`src/rtl/accel_spi_responder.sv`:
```
// SPI mode-0 register-file responder for an accelerometer: identity registers,
// frozen axis snapshot per transaction, control bank 0x20-0x2E, write strobes.
module accel_spi_responder #(
  parameter logic [7:0] DEVID_AD    = 8'hAD,
  parameter logic [7:0] PARTID      = 8'hF2,
  parameter int         SYNC_STAGES = 2
) (
  input  logic        clk,
  input  logic        reset,
  input  logic        sclk,
  input  logic        ss,
  input  logic        mosi,
  output logic        miso,
  output logic        miso_oe,
  input  logic [11:0] accel_x,
  input  logic [11:0] accel_y,
  input  logic [11:0] accel_z,
  input  logic        sample_valid,
  output logic [7:0]  power_ctl,
  output logic        reg_wr,
  output logic [5:0]  reg_wr_addr,
  output logic [7:0]  reg_wr_data
);
  localparam int STAGES = (SYNC_STAGES < 2) ? 2 : SYNC_STAGES;

  typedef enum logic [2:0] {IDLE, CMD, ADDR, DATA, IGNORE} state_t;

  logic [STAGES-1:0] sclk_sync_reg, ss_sync_reg, mosi_sync_reg;
  logic              sclk_prev_reg, ss_prev_reg;
  logic              sclk_s, ss_s, mosi_s, sclk_rise, sclk_fall, ss_fall;

  state_t            state_reg;
  logic              is_write_reg;
  logic [2:0]        bit_cnt_reg;
  logic [6:0]        shift_in_reg, tx_shift_reg;
  logic [5:0]        addr_reg;
  logic [11:0]       live_x_reg, live_y_reg, live_z_reg;
  logic [11:0]       snap_x_reg, snap_y_reg, snap_z_reg;
  logic              snap_ready_reg, data_ready_reg;
  logic [7:0]        ctl_regs [0:14];

  logic [7:0]        rx_byte, rd_byte;
  logic              byte_done, wr_done, rd_done, soft_rst, ctl_hit, axis_hit;

  // ss history resets low so a select already held low at reset release is
  // never mistaken for a fresh falling edge.
  always_ff @(posedge clk or negedge reset) begin
    if (!reset) begin
      sclk_sync_reg <= '0;
      ss_sync_reg   <= '0;
      mosi_sync_reg <= '0;
      sclk_prev_reg <= 1'b0;
      ss_prev_reg   <= 1'b0;
    end else begin
      sclk_sync_reg <= {sclk_sync_reg[STAGES-2:0], sclk};
      ss_sync_reg   <= {ss_sync_reg[STAGES-2:0], ss};
      mosi_sync_reg <= {mosi_sync_reg[STAGES-2:0], mosi};
      sclk_prev_reg <= sclk_s;
      ss_prev_reg   <= ss_s;
    end
  end

  assign sclk_s    = sclk_sync_reg[STAGES-1];
  assign ss_s      = ss_sync_reg[STAGES-1];
  assign mosi_s    = mosi_sync_reg[STAGES-1];
  assign sclk_rise = sclk_s & ~sclk_prev_reg;
  assign sclk_fall = ~sclk_s & sclk_prev_reg;
  assign ss_fall   = ~ss_s & ss_prev_reg;

  assign rx_byte   = {shift_in_reg, mosi_s};
  assign byte_done = sclk_rise && (bit_cnt_reg == 3'd7);
  assign wr_done   = !ss_s && (state_reg == DATA) && is_write_reg && byte_done;
  assign rd_done   = !ss_s && (state_reg == DATA) && !is_write_reg && byte_done;
  assign soft_rst  = wr_done && (addr_reg == 6'h1F) && (rx_byte == 8'h52);
  assign ctl_hit   = (addr_reg[5:4] == 2'b10) && (addr_reg[3:0] != 4'hF);
  assign axis_hit  = (addr_reg >= 6'h08) && (addr_reg <= 6'h13);
  assign power_ctl = ctl_regs[13];

  always_comb begin
    rd_byte = 8'h00;
    case (addr_reg)
      6'h00: rd_byte = DEVID_AD;
      6'h01: rd_byte = 8'h1D;
      6'h02: rd_byte = PARTID;
      6'h03: rd_byte = 8'h01;
      6'h08: rd_byte = snap_x_reg[11:4];
      6'h09: rd_byte = snap_y_reg[11:4];
      6'h0A: rd_byte = snap_z_reg[11:4];
      6'h0B: rd_byte = {7'b0, snap_ready_reg};
      6'h0E: rd_byte = snap_x_reg[7:0];
      6'h0F: rd_byte = {{4{snap_x_reg[11]}}, snap_x_reg[11:8]};
      6'h10: rd_byte = snap_y_reg[7:0];
      6'h11: rd_byte = {{4{snap_y_reg[11]}}, snap_y_reg[11:8]};
      6'h12: rd_byte = snap_z_reg[7:0];
      6'h13: rd_byte = {{4{snap_z_reg[11]}}, snap_z_reg[11:8]};
      default: if (ctl_hit) rd_byte = ctl_regs[addr_reg[3:0]];
    endcase
  end

  always_ff @(posedge clk or negedge reset) begin
    if (!reset) begin
      state_reg      <= IDLE;
      is_write_reg   <= 1'b0;
      bit_cnt_reg    <= '0;
      shift_in_reg   <= '0;
      tx_shift_reg   <= '0;
      addr_reg       <= '0;
      live_x_reg     <= '0;
      live_y_reg     <= '0;
      live_z_reg     <= '0;
      snap_x_reg     <= '0;
      snap_y_reg     <= '0;
      snap_z_reg     <= '0;
      snap_ready_reg <= 1'b0;
      data_ready_reg <= 1'b0;
      miso           <= 1'b0;
      miso_oe        <= 1'b0;
      reg_wr         <= 1'b0;
      reg_wr_addr    <= '0;
      reg_wr_data    <= '0;
      for (int i = 0; i < 15; i++) ctl_regs[i] <= '0;
    end else begin
      reg_wr <= 1'b0;
      if (sample_valid) begin
        live_x_reg <= accel_x;
        live_y_reg <= accel_y;
        live_z_reg <= accel_z;
      end
      // A new sample beats a same-cycle clear.
      if (sample_valid)
        data_ready_reg <= 1'b1;
      else if (soft_rst || (rd_done && axis_hit))
        data_ready_reg <= 1'b0;

      if (soft_rst)
        for (int i = 0; i < 15; i++) ctl_regs[i] <= '0;
      else if (wr_done && ctl_hit)
        ctl_regs[addr_reg[3:0]] <= rx_byte;

      if (ss_s) begin
        state_reg   <= IDLE;
        bit_cnt_reg <= '0;
        miso        <= 1'b0;
        miso_oe     <= 1'b0;
      end else begin
        if (sclk_rise && (state_reg != IDLE) && (state_reg != IGNORE)) begin
          shift_in_reg <= rx_byte[6:0];
          bit_cnt_reg  <= bit_cnt_reg + 3'd1;
        end
        case (state_reg)
          IDLE: if (ss_fall) begin
            state_reg      <= CMD;
            bit_cnt_reg    <= '0;
            snap_x_reg     <= sample_valid ? accel_x : live_x_reg;
            snap_y_reg     <= sample_valid ? accel_y : live_y_reg;
            snap_z_reg     <= sample_valid ? accel_z : live_z_reg;
            snap_ready_reg <= data_ready_reg | sample_valid;
          end
          CMD: if (byte_done) begin
            if (rx_byte == 8'h0A) begin
              state_reg    <= ADDR;
              is_write_reg <= 1'b1;
            end else if (rx_byte == 8'h0B) begin
              state_reg    <= ADDR;
              is_write_reg <= 1'b0;
            end else begin
              state_reg    <= IGNORE;
            end
          end
          ADDR: if (byte_done) begin
            addr_reg  <= rx_byte[5:0];
            state_reg <= DATA;
          end
          DATA: begin
            if (byte_done) begin
              addr_reg <= addr_reg + 6'd1;
              if (is_write_reg) begin
                reg_wr      <= 1'b1;
                reg_wr_addr <= addr_reg;
                reg_wr_data <= rx_byte;
              end
            end
            // Falls at a byte boundary (bit count 0) load the next register.
            if (sclk_fall && !is_write_reg) begin
              miso_oe <= 1'b1;
              if (bit_cnt_reg == 3'd0) begin
                miso         <= rd_byte[7];
                tx_shift_reg <= rd_byte[6:0];
              end else begin
                miso         <= tx_shift_reg[6];
                tx_shift_reg <= {tx_shift_reg[5:0], 1'b0};
              end
            end
          end
          default: ;
        endcase
      end
    end
  end
endmodule

```
`config.mk`:
```
export PLATFORM = sky130hd
export DESIGN_NAME = accel_spi_responder
export DESIGN_NICKNAME = d
export VERILOG_FILES = /design/src/rtl/accel_spi_responder.sv
export SDC_FILE = /design/constraint.sdc
export NUM_CORES = 1
export LEC_CHECK = 0
export CORE_MARGIN = 2
export CORE_UTILIZATION = 45
export DETAILED_ROUTE_END_ITERATION = 8
export DONT_BUFFER_PORTS = 1
export SETUP_SLACK_MARGIN = 0.15
export SLEW_MARGIN = 20
export SYNTH_ARGS = -nofsm -noshare
export SYNTH_HDL_FRONTEND = slang
export SYNTH_SLANG_ARGS = --single-unit
export TNS_END_PERCENT = 50
```
`constraint.sdc`:
```
create_clock -name clk -period 4.8 [get_ports clk]
set_input_delay 1.44 -clock clk [delete_from_list [all_inputs] [get_ports clk]]
set_output_delay 1.44 -clock clk [all_outputs]
set_load 0.01 [all_outputs]
```
==> results, run 1 <==
- The flow ran to the end, and the final reports show no timing, DRC or antenna violations.
- The number of global-route vias before repair is roughly 8300.
- The number of nets at the end of the flow is 1089.
- The number of fill cells in the layout is around 2300.
- The slew of the pin with the lowest slew margin is 1.07 ns.
- The number of distinct library cells after synthesis is 69.
- The post-detailed-route DRC marker count is 0.
- The worst register-to-register path begins at addr_reg[1].
- The overall overflow remaining after global route is 0.
- In this run the tightest slew margin relative to its limit is 29.0%.
- The number of detailed-route iterations in the first pass is 5.
- The layout-stage area growth over the synthesis result is 9.22%.
- The critical path data arrival time is 3.84 ns.
- The share of layout cells above drive strength 1 is between 10% and 20%.
- The number of nets in the synthesized netlist is roughly 1100.
- In this run the worst path has a maximum fanout of between 90 and 100.
- In this run the post-CTS setup repair buffer count came out at 0.
- In this run, the number of DRC markers left after iteration 0 of detailed routing was 1031.
- The clock transition at the registers of the reported paths is around 0.070 ns.
- The routed design has 29200 µm of wire.
- The sort of element at the end of the critical path is a flop.
- By startpoint and endpoint, the worst setup path is classified as flop to flop.
- TritonCTS created 26 clock buffers.
- Per report_power, the sequential group accounts for 49.2% of the total.
- The warning count from the yosys run is 0.
- At the end of routability-driven placement, the weighted congestion stood at 0.895.
- Hold repair after CTS inserted 0 buffers.
- The buffer levels on the longest clock path is 3.
- The routed via count divided by cell count is 5.90.
- The internal power of the cells totals 3630 µW.
- Setup violations remaining at the end of the flow were counted as 0.
- The synthesized netlist occupies a cell area of between 10000 and 15000 µm².
- The number of cells on the worst reg-to-reg path is 7.
- The reg-to-reg setup timing slack is approximately 1.4 ns.
- After floorplanning, the core was divided into 58 placement rows.
- The number of buffers inserted by port buffering is 0.
- The floorplan step defined a die boundary enclosing approximately 27000 µm².
- For this run, asynchronously set or reset flops after synthesis account for 100%.
- The required time at the worst-slack endpoint is 5.20 ns.
- The non-filler instance count after layout is around 1400.
- The number of antenna-violating nets in the routed design is 0.
- The number of antenna violations at the first check in global routing is 0.
- The endpoint identified for the worst register-to-register timing path is ctl_regs[106].
- The worst-case hold slack is 0.349 ns.
- Of the total power, the clock network draws 46.3%.
- The clock period could shrink to 3.44 ns.
- The post-route cell area is 12600 µm².
- The max-capacitance violation count is 0.
- The hold violation total from the final report is 0.
- After synthesis, the mean cell area works out to 10.6 µm².
- The fraction of power spent switching nets is between 20% and 30%.
- Between clock sinks in the finished design, the worst skew comes to 0.0180 ns.
- The detailed router placed 8184 vias in this run.
- The destination of the worst hold path is mosi_sync_reg[1].
- The power density normalized to cell area is 369 nW/µm².
- The leakage power summed over all cells is between 0.005 and 0.006 µW.
- The most repeated cell in the gate-level netlist after synthesis is sky130_fd_sc_hd__dfrtp_1.
- Once the clock tree was built, the resizer swapped 0 gates to a different size.
- The number of synthesized register bits is 246.
- The number of pins exceeding their max-slew limit in the final report was 0.
- After synthesis, flip-flops and latches occupy 53.2% of the total area.
- The die is 164 µm tall.
- Yosys attributes the largest share of cell area to sky130_fd_sc_hd__dfrtp_1 (53%), sky130_fd_sc_hd__mux2_2 (9.4%), sky130_fd_sc_hd__nand2_1 (7.2%), sky130_fd_sc_hd__mux4_2 (4.7%), sky130_fd_sc_hd__o21ai_0 (3.7%).
- The share of synthesized area in the top cell type comes to 53.2%.
- The completed layout was analyzed and its total power is 4660 µW.
- The final period utilization is a little under three quarters.
- The floorplan die width is between 150 and 200 µm.
- TritonCTS built the clock tree.
- The pin count of the biggest net entering global routing is 247.
- The path type of the worst min-delay path is flop to flop.
- The cell type with the highest aggregate area in the netlist is sky130_fd_sc_hd__dfrtp_1.
- In the final timing run, aggregate negative setup slack is 0 ns.
- The wire length of the first global-routing pass is 47300 µm.
- The H-tree level count is 1.
- Once the floorplan was initialized, standard cells occupied 45.9% of the core.
- The synthesized design contains 0 enable-type register cells.
- The number of diodes is 0.
- In this run the clock root is driven by a sky130_fd_sc_hd__clkbuf_16.
- Setup repair after global routing left no endpoint under its margin.
- For this run, the leading register cell type out of synthesis is sky130_fd_sc_hd__dfrtp_1.
- The routed length per placed instance is between 20 and 25 µm.
- The hold path startpoint is mosi_sync_reg[0].
- The core region is 25300 µm².
- The worst setup path is launched from a flop.
- Along the worst hold path, the cell count comes to 0.
- The placed instance count is 1342.
- The gate count of the mapped netlist is about 1100.
- Counting every sink on the clock net gives 246.
- The instance area at placement is 11700 µm².
- For this design the total switching power over the nets is 1030 µW.
- Global routing consumed, over all layers together, 22.4% of the routing resources.
- 67 I/O pins were placed.
- The worst-case IR drop observed on VDD is ~0.25 mV.
- The share of total power dissipated in combinational logic is around 4.6%.
- Ranked by flip-flop count, first place goes to ctl_regs.
- The commonest cells after synthesis are sky130_fd_sc_hd__dfrtp_1 (246), sky130_fd_sc_hd__nand2_1 (223), sky130_fd_sc_hd__mux2_2 (97).
- The upper clock frequency limit is 290 MHz.
- Summed over all nets, the half-perimeter wirelength after detailed placement is 18700 µm.
- The flip-flop count of the largest register, all copies and words added is 112.
- The clock network latency to the later pin of the worst-skew pair is 0.55 ns.
[metal layers]
| metal | part of all wire, % | global-route usage [%] |
|---|---|---|
| met1 | 45 | 31.6 |
| met2 | 45 | 34.9 |
| met3 | 6.4 | 4.45 |
| met4 | 3.4 | 7.71 |
| met5 | 0 | 0 |
[layout by cell type (no fill, tap or decap), types with 5 or more instances in the layout]
cell	instances
sky130_fd_sc_hd__a32o_1	21
sky130_fd_sc_hd__clkbuf_16	26
sky130_fd_sc_hd__clkbuf_8	8
sky130_fd_sc_hd__clkinv_2	5
sky130_fd_sc_hd__mux2i_1	9
sky130_fd_sc_hd__nand2_1	223
sky130_fd_sc_hd__a22o_1	5
sky130_fd_sc_hd__o211ai_1	9
sky130_fd_sc_hd__mux2_2	97
sky130_fd_sc_hd__nor2_1	51
sky130_fd_sc_hd__and3_1	6
sky130_fd_sc_hd__inv_1	10
sky130_fd_sc_hd__o21ai_1	26
sky130_fd_sc_hd__buf_4	24
sky130_fd_sc_hd__dfrtp_1	245
sky130_fd_sc_hd__a22oi_1	10
sky130_fd_sc_hd__mux4_2	24
sky130_fd_sc_hd__nor2b_1	6
sky130_fd_sc_hd__a21oi_1	25
sky130_fd_sc_hd__nand3_1	18
sky130_fd_sc_hd__o21ai_0	85
sky130_fd_sc_hd__a221oi_1	10
sky130_fd_sc_hd__a31oi_1	11
sky130_fd_sc_hd__ha_1	7
sky130_fd_sc_hd__nor3_1	20
[stage by stage]
step / setup WS (ns) / util (%)
after floorplan: 1.93 / -
after global routing: 1.11 / 50.1
after detailed placement: 1.42 / 46.3
final: 1.36 / 50.1
after global placement: 1.52 / 46.3
after CTS: 1.40 / 50.0
[cell type report]
class | count | area (µm²) | area share [%]
clock inverter | 11 | 169 | 1.34
timing repair buffer | 24 | 180 | 1.42
sequential | 246 | 6160 | 48.7
tap | 330 | 413 | 3.26
multi-input combinational | 732 | 4930 | 38.9
clock buffer | 35 | 764 | 6.04
inverter | 10 | 37.5 | 0.297
[logic make-up (layout without fill, tap and decap cells)]
logic type | count (synthesis) | count (layout) | synth area share [%]
flops | 246 | 246 | 53.2
compound gates | 232 | 232 | 12.8
buf+inv | 110 | 80 | 4.41
xor+xnor | 1 | 1 | 0.0756
fa+ha+maj | 7 | 7 | 0.756
simple gates | 362 | 362 | 13.9
mux | 130 | 130 | 14.9
[power groups by stage]
| stage | Clock (µW) | Sequential (µW) | Combinational (µW) |
|---|---|---|---|
| final | 2160 | 2290 | 212 |
| after global routing | 2280 | 2310 | 231 |
| after detailed placement | 0 | 2330 | 212 |
| after global placement | 0 | 2330 | 209 |
| after floorplan | 0 | 2280 | 177 |
| after CTS | 2200 | 2290 | 214 |
[worst max path at each step]
| stage | from | endpoint | slack, ns | cells after the start |
|---|---|---|---|---|
| global placement | addr_reg[1] | ctl_regs[107] | 1.52 | 7 |
| global route | addr_reg[1] | ctl_regs[107] | 1.11 | 7 |
| finish | addr_reg[1] | ctl_regs[106] | 1.36 | 7 |
| CTS | addr_reg[1] | ctl_regs[106] | 1.40 | 7 |
| detailed placement | addr_reg[1] | power_ctl[2] | 1.42 | 7 |
| floorplan | sample_valid | snap_y_reg[10] | 1.93 | 4 |
[critical path, stage by stage, from the launching register on]
cell                       delay, ns
sky130_fd_sc_hd__dfrtp_1        0.34
sky130_fd_sc_hd__buf_4          0.37
sky130_fd_sc_hd__ha_1           0.64
sky130_fd_sc_hd__nand3_1        0.35
sky130_fd_sc_hd__or4_2          0.70
sky130_fd_sc_hd__buf_4          0.41
sky130_fd_sc_hd__o311ai_0       0.26
sky130_fd_sc_hd__o21ai_1        0.11
(Power assumes the default switching activity.)
==> run 2: changes to the inputs <==
==> constraint.sdc (replaced) <==
create_clock -name clk -period 3.4 [get_ports clk]
set_input_delay 1.02 -clock clk [delete_from_list [all_inputs] [get_ports clk]]
set_output_delay 1.02 -clock clk [all_outputs]
set_load 0.01 [all_outputs]
==> run 2 against run 1 <==
Net effect: global-route usage decreased by 0.18 points; via count increased by 0.43%; wire length about the same; worst setup slack got worse by 0.80 ns; critical path type unchanged; largest cell class unchanged; largest power group unchanged.
==> results, run 2 (synthesized netlist as in run 1, its figures left out) <==
- Leaving out fill and tap cells, the most frequent cells in the layout are sky130_fd_sc_hd__dfrtp_1 (245), sky130_fd_sc_hd__nand2_1 (223), sky130_fd_sc_hd__mux2_2 (97), sky130_fd_sc_hd__o21ai_0 (85), sky130_fd_sc_hd__nor2_1 (51).
- The total negative slack is 0 ns.
- The region available for standard cell placement spans between 20000 and 30000 µm².
- Timing would allow up to 351 MHz.
- Once layout is complete, the cells apart from fillers number 1411.
- Global routing finished with a remaining overflow of 0.
- After legalization and detailed placement, the total HPWL measured 19400 µm.
- Max-cap violations in this run came to 0.
- The total power is 6640 µW.
- Ranked by flip-flop count, first place goes to ctl_regs.
- The number of buffers inserted by port buffering is 0.
- The wire length of the first global-routing pass is 46600 µm.
- The slew of the pin with the lowest slew margin is 0.931 ns.
- The clock sink total is 246.
- The number of pins exceeding their max-slew limit in the final report is 0.
- The critical path data arrival time is 3.26 ns.
- Routability-driven placement finished with a final weighted congestion of just over 0.9.
- The depth of the most critical reg-to-reg path is 8.
- Post-CTS timing repair inserted 0 buffers for setup.
- The final layout contains 1111 nets.
- The number of core rows is a little under 60.
- The number of fill cells in the layout is between 2000 and 2500.
- The overall via count from detail_route is about 8000.
- Entering global routing, the biggest net connects 247 pins.
- The routed length per placed instance is 20.7 µm.
- The number of detailed-route iterations in the first pass is 5.
- The largest driver fanout on the critical path is 90.
- After detailed routing, the number of vias per cell comes to between 5 and 6.
- The worst-case hold slack is 0.183 ns.
- The register area is 6160 µm².
- The count of hold buffers inserted by post-cts repair is 0.
- After clock tree synthesis, the repair step resized 0 gates.
- The register with the most flip-flops in the layout has 112 of them.
- For this design the ratio of total power to cell area is 517 nW/µm².
- The H-tree level count is 1.
- The reg-to-reg setup timing slack is 0.55 ns.
- The die is ~160 µm tall.
- The number of antenna violations at the first check in global routing is 0.
- The worst hold path belongs to the class input pin to asynchronous set/reset pin.
- The final-report setup violation count is 0.
- The kind of critical path is flop to flop.
- Cells with a size suffix above 1 make up 20.4% of the layout.
- The most common library cell in the layout ignoring fill and taps is sky130_fd_sc_hd__dfrtp_1.
- The number of diodes is 0.
- The routed wire length is 29200 µm.
- The worst path in the final design needs a cycle of 2.85 ns, including I/O delays and setup.
- The maximum VDD drop is 0.394 mV.
- The initial core utilization is 45.9%.
- The global-route usage over all layers is 22.3%.
- The number of antenna-violating nets in the routed design is 0.
- The floorplan step set the die width to 164 µm.
- Data on the critical path is required at its endpoint by approximately 3.8 ns.
- The sort of element at the end of the critical path is a flop.
- The clock root buffer is sky130_fd_sc_hd__clkbuf_16.
- The number of DRC markers in iteration 0 is approximately 620.
- The run finished with clean final reports.
- The full die area is around 27000 µm².
- Measured against its own limit, the worst slew margin works out to 37.9%.
- The end of the worst register-to-register path is ctl_regs[6].
- In this run the static leakage power is 0.00535 µW.
- The startpoint of the worst register-to-register path is bit_cnt_reg[0].
- The TritonCTS clock tree is done.
- Setup repair after global routing left no endpoint under its margin.
- The area of the multi-input gates is 4920 µm².
- STA classifies the critical path startpoint as a flop.
- Across the routed clock network, the largest skew measured is 0.0184 ns.
- The core occupancy in the finished layout is between 50% and 60%.
- The hold violation total from the final report is 0.
- The final period utilization is between 80% and 90%.
- In the routed design, unresolved DRC markers number 0.
- 67 I/O pins were placed.
- Buffers inserted during clock tree synthesis total 26.
- For the worst-skew pair, the clock arrives at the later sink with an insertion delay of approximately 0.54 ns.
- In this run, placement finished with an instance count of ~1400.
- The layout-stage area growth over the synthesis result is 10.8%.
- Clock-pin slew was measured on the worst setup and hold paths at ~0.07 ns.
- The number of global-route vias before repair is 8101.
- In this run the deepest clock path goes through 3 buffers.
run 2: metal layers:
layer,track usage (%),vias up,part of all wire (%)
li1,-,3812,-
met1,32.5,4076,46
met2,34.0,262,45
met3,3.49,69,5.8
met4,7.63,0,3.4
met5,0,-,0
run 2: layout make-up:
cell class / count / area share [%]
clock buffers: 36 / 5.84
inverters: 10 / 0.293
clock inverters: 11 / 1.54
multi-input cells: 732 / 38.3
well taps: 330 / 3.22
repair buffers: 46 / 2.79
flip-flops and latches: 246 / 48.0
run 2: worst max-delay path by stage:
stage	cells past startpoint	endpoint	slack, ns	start
after global routing	9	ctl_regs[106]	0.28	bit_cnt_reg[1]
final	8	ctl_regs[6]	0.55	bit_cnt_reg[0]
after CTS	8	ctl_regs[96]	0.57	bit_cnt_reg[1]
after global placement	7	tx_shift_reg[6]	0.60	addr_reg[0]
after detailed placement	8	ctl_regs[96]	0.58	bit_cnt_reg[0]
after floorplan	12	tx_shift_reg[6]	0.71	addr_reg[0]
run 2: report_power, final:
group / switching [µW] / internal, µW
Combinational: 139 / 168
Clock: 1180 / 1920
Sequential: 134 / 3090
run 2: worst max-delay path: stages, from the launching register on:
cell,delay [ns]
sky130_fd_sc_hd__dfrtp_1,0.38
sky130_fd_sc_hd__ha_1,0.16
sky130_fd_sc_hd__ha_1,0.18
sky130_fd_sc_hd__and4bb_4,0.30
sky130_fd_sc_hd__nand3_2,0.24
sky130_fd_sc_hd__or4_2,0.90
sky130_fd_sc_hd__buf_12,0.28
sky130_fd_sc_hd__nand2_1,0.12
sky130_fd_sc_hd__o21ai_0,0.10
run 2: through the flow:
stage               setup WS (ns)  cell area, µm²
floorplan                   0.710           11600
global placement            0.598           11900
detailed placement          0.582           11900
CTS                         0.567           12800
global route                0.282           12800
finish                      0.554           12800
